<file path="src/rtl/hash_cash_pkg.sv">
// Shared types for the hash_cash request sequencer: op and status codes,
// FSM state encoding and the occupancy width helper.
package hash_cash_pkg;

  typedef enum logic [1:0] {
    OP_READ   = 2'd0,
    OP_WRITE  = 2'd1,
    OP_DELETE = 2'd2,
    OP_UPDATE = 2'd3
  } op_e;

  typedef enum logic [1:0] {
    STS_OK   = 2'd0,
    STS_MISS = 2'd1,
    STS_DUP  = 2'd2,
    STS_FULL = 2'd3
  } status_e;

  typedef enum logic [2:0] {
    ST_IDLE   = 3'd0,
    ST_PROBE  = 3'd1,
    ST_DELETE = 3'd2,
    ST_WRITE  = 3'd3,
    ST_RESP   = 3'd4
  } state_e;

  // Counter width able to hold every value 0..mem_size inclusive.
  function automatic int OCC_W(input int mem_size);
    return $clog2(mem_size + 1);
  endfunction

endpackage

</file>
<file path="src/rtl/hash_cash_ctrl.sv">
// Request sequencer in front of the hash_cash CAM: probe, then delete/write.
// Define HASH_CASH_CTRL_UPDATE_EN for in-place UPDATE; otherwise UPDATE acts as WRITE.
//
// state  | meaning
// IDLE   | ready for a request
// PROBE  | CAM lookup of latched key, decision at end of cycle
// DELETE | remove latched key from CAM
// WRITE  | insert latched key/data into CAM
// RESP   | response held until resp_ready
module hash_cash_ctrl
  import hash_cash_pkg::*;
#(
  parameter int DATA_WIDTH = 32,
  parameter int KEY_WIDTH  = 32,
  parameter int MEM_SIZE   = 128
) (
  input  logic                         clk,
  input  logic                         reset,
  input  logic                         req_valid,
  output logic                         req_ready,
  input  logic [1:0]                   req_op,
  input  logic [KEY_WIDTH-1:0]         req_key,
  input  logic [DATA_WIDTH-1:0]        req_data,
  output logic                         resp_valid,
  input  logic                         resp_ready,
  output logic [1:0]                   resp_status,
  output logic [DATA_WIDTH-1:0]        resp_data,
  output logic [OCC_W(MEM_SIZE)-1:0]   occupancy,
  output logic                         full,
  output logic                         cam_cs,
  output logic                         cam_we,
  output logic                         cam_read_en,
  output logic                         cam_del,
  output logic [KEY_WIDTH-1:0]         cam_key_read,
  output logic [KEY_WIDTH-1:0]         cam_key_write,
  output logic [DATA_WIDTH-1:0]        cam_data_in,
  input  logic [DATA_WIDTH-1:0]        cam_data_out,
  input  logic                         cam_valid,
  input  logic [1:0]                   cam_error
);

  localparam int              OW      = OCC_W(MEM_SIZE);
  localparam logic [OW-1:0]   OCC_MAX = OW'(MEM_SIZE);

  state_e                  state_q, state_d;
  op_e                     op_q, op_d;
  logic [KEY_WIDTH-1:0]    key_q, key_d;
  logic [DATA_WIDTH-1:0]   data_q, data_d;
  status_e                 status_q, status_d;
  logic [DATA_WIDTH-1:0]   rdata_q, rdata_d;
  logic [OW-1:0]           occ_q, occ_d;
  logic                    full_w;
  logic                    unused_err;

  assign unused_err = cam_error[1];
  assign full_w     = (occ_q == OCC_MAX);

  always_comb begin
    state_d  = state_q;
    op_d     = op_q;
    key_d    = key_q;
    data_d   = data_q;
    status_d = status_q;
    rdata_d  = rdata_q;
    occ_d    = occ_q;
    case (state_q)
      ST_IDLE: begin
        if (req_valid) begin
`ifdef HASH_CASH_CTRL_UPDATE_EN
          op_d = op_e'(req_op);
`else
          op_d = (req_op == OP_UPDATE) ? OP_WRITE : op_e'(req_op);
`endif
          key_d   = req_key;
          data_d  = req_data;
          state_d = ST_PROBE;
        end
      end
      ST_PROBE: begin
        status_d = STS_OK;
        rdata_d  = '0;
        state_d  = ST_RESP;
        case (op_q)
          OP_READ: begin
            if (cam_valid) rdata_d  = cam_data_out;
            else           status_d = STS_MISS;
          end
          OP_DELETE: begin
            if (cam_valid) state_d  = ST_DELETE;
            else           status_d = STS_MISS;
          end
`ifdef HASH_CASH_CTRL_UPDATE_EN
          OP_UPDATE: begin
            if (cam_valid)   state_d  = ST_DELETE;
            else if (full_w) status_d = STS_FULL;
            else             state_d  = ST_WRITE;
          end
`endif
          default: begin
            // A hit wins over full: duplicates report DUP even in a full cache.
            if (cam_valid)   status_d = STS_DUP;
            else if (full_w) status_d = STS_FULL;
            else             state_d  = ST_WRITE;
          end
        endcase
      end
      ST_DELETE: begin
        if (occ_q != '0) occ_d = occ_q - 1'b1;
        status_d = STS_OK;
        state_d  = ST_RESP;
`ifdef HASH_CASH_CTRL_UPDATE_EN
        if (op_q == OP_UPDATE) state_d = ST_WRITE;
`endif
      end
      ST_WRITE: begin
        if (!full_w) occ_d = occ_q + 1'b1;
        status_d = STS_OK;
        state_d  = ST_RESP;
      end
      ST_RESP: begin
        if (resp_ready) state_d = ST_IDLE;
      end
      default: state_d = ST_IDLE;
    endcase
  end

  always_ff @(posedge clk) begin
    if (reset) begin
      state_q  <= ST_IDLE;
      op_q     <= OP_READ;
      key_q    <= '0;
      data_q   <= '0;
      status_q <= STS_OK;
      rdata_q  <= '0;
      occ_q    <= '0;
    end else begin
      state_q  <= state_d;
      op_q     <= op_d;
      key_q    <= key_d;
      data_q   <= data_d;
      status_q <= status_d;
      rdata_q  <= rdata_d;
      occ_q    <= occ_d;
      if (state_q == ST_WRITE) assert (!cam_error[0]);
    end
  end

  assign req_ready     = (state_q == ST_IDLE);
  assign resp_valid    = (state_q == ST_RESP);
  assign resp_status   = status_q;
  assign resp_data     = rdata_q;
  assign occupancy     = occ_q;
  assign full          = full_w;
  assign cam_read_en   = (state_q == ST_PROBE);
  assign cam_del       = (state_q == ST_DELETE);
  assign cam_we        = (state_q == ST_WRITE);
  assign cam_cs        = cam_read_en | cam_del | cam_we;
  assign cam_key_read  = cam_read_en ? key_q : '0;
  assign cam_key_write = (cam_del | cam_we) ? key_q : '0;
  assign cam_data_in   = cam_we ? data_q : '0;

endmodule
</file>
<file path="config.mk">
export PLATFORM = sky130hd
export DESIGN_NAME = hash_cash_ctrl
export DESIGN_NICKNAME = d
export VERILOG_FILES = /design/src/rtl/hash_cash_pkg.sv /design/src/rtl/hash_cash_ctrl.sv
export SDC_FILE = /design/constraint.sdc
export NUM_CORES = 1
export LEC_CHECK = 0
export BUFFER_PORTS_ARGS = -buffer_cell sky130_fd_sc_hd__buf_2
export CAP_MARGIN = 10
export CORE_ASPECT_RATIO = 0.5
export CORE_MARGIN = 2
export CORE_UTILIZATION = 45
export DETAILED_ROUTE_END_ITERATION = 8
export GPL_ROUTABILITY_DRIVEN = 0
export PLACE_DENSITY = 0.77
export SLEW_MARGIN = 20
export SYNTH_ARGS = -nofsm -noshare
export SYNTH_HDL_FRONTEND = slang
export SYNTH_SLANG_ARGS = --single-unit
</file>
<file path="constraint.sdc">
create_clock -name clk -period 2.85 [get_ports clk]
set_clock_uncertainty 0.05 [all_clocks]
set_input_delay 0.1425 -clock clk [delete_from_list [all_inputs] [get_ports clk]]
set_output_delay 0.1425 -clock clk [all_outputs]
set_load 0.1 [all_outputs]
</file>
==> impl_metrics.toml <==
[logic_synthesis]
synth_seq_cells = 111
netlist_area_sq_mm = 0.00505
synthTopCellsByArea = "dfxtp_1 (44%), and2_1 (12%), nand2_1 (10%)"
synth.largest_area_cell = "dfxtp_1"
syn_nets = 709
synth.avg_cell_area_sq_um = 8.43
yosysSeqAreaShare = 0.440
yosys.cell_types.count = 49
synthCells = 599
synth.top_cell.area_share = 0.440
ys_warn_count = 0

[place]
dp_cells = 956
io_buffers = 247
placed_area_sq_mm = 0.00683
dp_hpwl_mm = 9.69

[power]
p_per_area_mw_per_mm2 = 466
power_mw = 3.74
leakagePower_nw = 3.66
peakVddDrop_mv = 0.350

[floorplanning]
start_util = 0.460
die_area_sq_mm = 0.0121
fp.coreArea_sq_mm = 0.0110
die_h_microns = 78.9
num_rows = 27
io_pins = 250
die_width_microns = 154

[clock_tree]
cts.sinks = 111
clock_path_buffers = 2
clk_pin_slew_worst_paths_ns = 0.07
cts_setup_buffers = 0
cts_tree = "built"
ctsResizeCount = 0
root_buffer = "clkbuf_16"
clock_latency_ns = 0.34
htreeDepth = 3
numCtsBuffers = 9
postCtsHoldBufs = 88

[global_routing]
track_usage = 0.249
busiest_layer = "met2"
met2_usage = 0.477
grt_pass1_vias = 5155
grt_max_degree = 70
grt_use_met1 = 0.271
gr-usage-met3 = 0.0502
grt_pass1_wl_mm = 24.6
antenna_found_initial = 0
grt-ovfl-total = 0

[sta]
slew_headroom = 0.486
timing_hold_violations_final = 0
final_max_slew_viol_count = 0
rsz0062_at_grt = "false"
finalSetupViolations = 0
max_freq_mhz = 387
finalSetupTns_ns = 0
period_needed_ns = 2.58
worst_slew_pin_slew_ns = 0.771
period_share = 0.906

[detailed_routing]
drt_wl_total_mm = 15.6
drt_iter0_drc = 219
dr.pass1.iters = 4
wire_per_inst_microns = 14.7
via_per_inst = 5.01
postRouteAntennaNets = 0
drc = 0
num_vias = 5320

[worst_setup_path]
reg2reg_depth = 10
critical_path_required_ns = 3.07
crit_arrival_ns = 2.81
cp-end-kind = "register"
reg2reg_to = "occupancy[4]"
reg2reg_from = "state_q[2]"
start_kind = "register"
rrSetupSlack_ns = 0.27
path_max_fanout = 21
path_class = "register to register"

[run_status]
status = "complete, no violations"

[run]
cap_violations = 0

[cells_and_area]
final_cell_mix = "buf_2 (214), nand2_1 (134), dfxtp_1 (111)"
syn_to_final_growth_pct = 58.7
drive_gt1_frac = 0.370
finalNetCount = 1020
fin_cells = 1061
fin_area_sq_mm = 0.00802
final_common_cell = "buf_2"

[hold_path]
hold_path.class = "primary input to register"
hold_start = "req_key[22]"
holdPathStages = 3
hold_end = "key_q[22]"
==> critical path, stage by stage (launching register included) <==
cell and delay, ns:
dfxtp_1 0.56, nor2b_4 0.08, nand2_2 0.15, clkinv_2 0.26, xnor2_1 0.21, ha_1 0.22
nor2_1 0.09, o21bai_1 0.09, a31oi_1 0.28, nor4bb_1 0.36, a311o_1 0.16
==> final cells by class <==
cell class,instances,area [sq um]
Fill cell,807,2960
Timing Repair Buffer,345,2680
Multi-Input combinational cell,437,2610
Sequential cell,111,2220
Clock buffer,13,240
Tap cell,145,181
Clock inverter,3,67.6
Inverter,6,23.8
Antenna cell,1,2.50
==> synth_stat cells (all sizes together) <==
| cell type | number |
|---|---|
| a211oi | 2 |
| a21o | 2 |
| a21oi | 69 |
| a221oi | 2 |
| a22oi | 32 |
| a311o | 2 |
| a311oi | 1 |
| a31o | 1 |
| a31oi | 4 |
| a32oi | 1 |
| and2 | 98 |
| and3 | 1 |
| buf | 18 |
| clkbuf | 27 |
| clkinv | 1 |
| dfxtp | 111 |
| ha | 5 |
| inv | 5 |
| mux2 | 1 |
| mux2i | 3 |
| nand2 | 135 |
| nand2b | 2 |
| nand3 | 4 |
| nand3b | 1 |
| nor2 | 46 |
| nor2b | 2 |
| nor3 | 4 |
| nor3b | 1 |
| nor4 | 3 |
| nor4b | 1 |
| nor4bb | 3 |
| o211ai | 1 |
| o21ai | 1 |
| o21bai | 1 |
| o31ai | 1 |
| or3 | 1 |
| or3b | 1 |
| xnor2 | 2 |
| xor2 | 3 |
==> registers in the layout, indices dropped and copies added (netlist names) <==
register / flops
data_q: 32
key_q: 32
occupancy: 8
op_q: 2
resp_data: 32
resp_status: 2
state_q: 3
==> worst max-delay path by stage <==
stage / start / endpoint / slack (ns) / depth (start not counted)
6_report: state_q[2] / occupancy[4] / 0.27 / 10
4_1_cts: state_q[1] / occupancy[7] / 0.32 / 8
3_3_place_gp: state_q[1] / occupancy[7] / 0.41 / 8
2_1_floorplan: state_q[1] / occupancy[4] / 0.09 / 12
5_1_grt: state_q[2] / occupancy[6] / 0.13 / 10
3_5_place_dp: state_q[1] / occupancy[7] / 0.34 / 8
==> metrics by stage <==
stage	hold WS, ns	worst slack, ns	utilization
2_1_floorplan	0.227	0.0865	-
3_3_place_gp	0.322	0.409	0.622
3_5_place_dp	0.329	0.340	0.622
4_1_cts	0.000114	0.317	0.730
5_1_grt	0.00198	0.130	0.730
6_report	0.00694	0.268	0.730
==> metal layers <==
layer,vias up,part of all wire,routed length (microns)
li1,2593,-,-
met2,204,0.52,8070
met3,46,0.049,770
met4,0,0.034,527
met1,2477,0.40,6270
met5,-,0,0
==> cells by family after synthesis <==
group / share of synthesized area
buf+inv: 0.0456
flops: 0.440
simple gates: 0.309
compound gates: 0.177
mux: 0.00817
xor+xnor: 0.00867
fa+ha+maj: 0.0124
==> report_power, final <==
part           switching (mW)  internal, mW  total, mW
Clock                   0.535         0.773       1.31
Sequential             0.0520          1.63       1.68
Combinational           0.477         0.270      0.747
No activity file was read; power rests on OpenSTA's default activity.
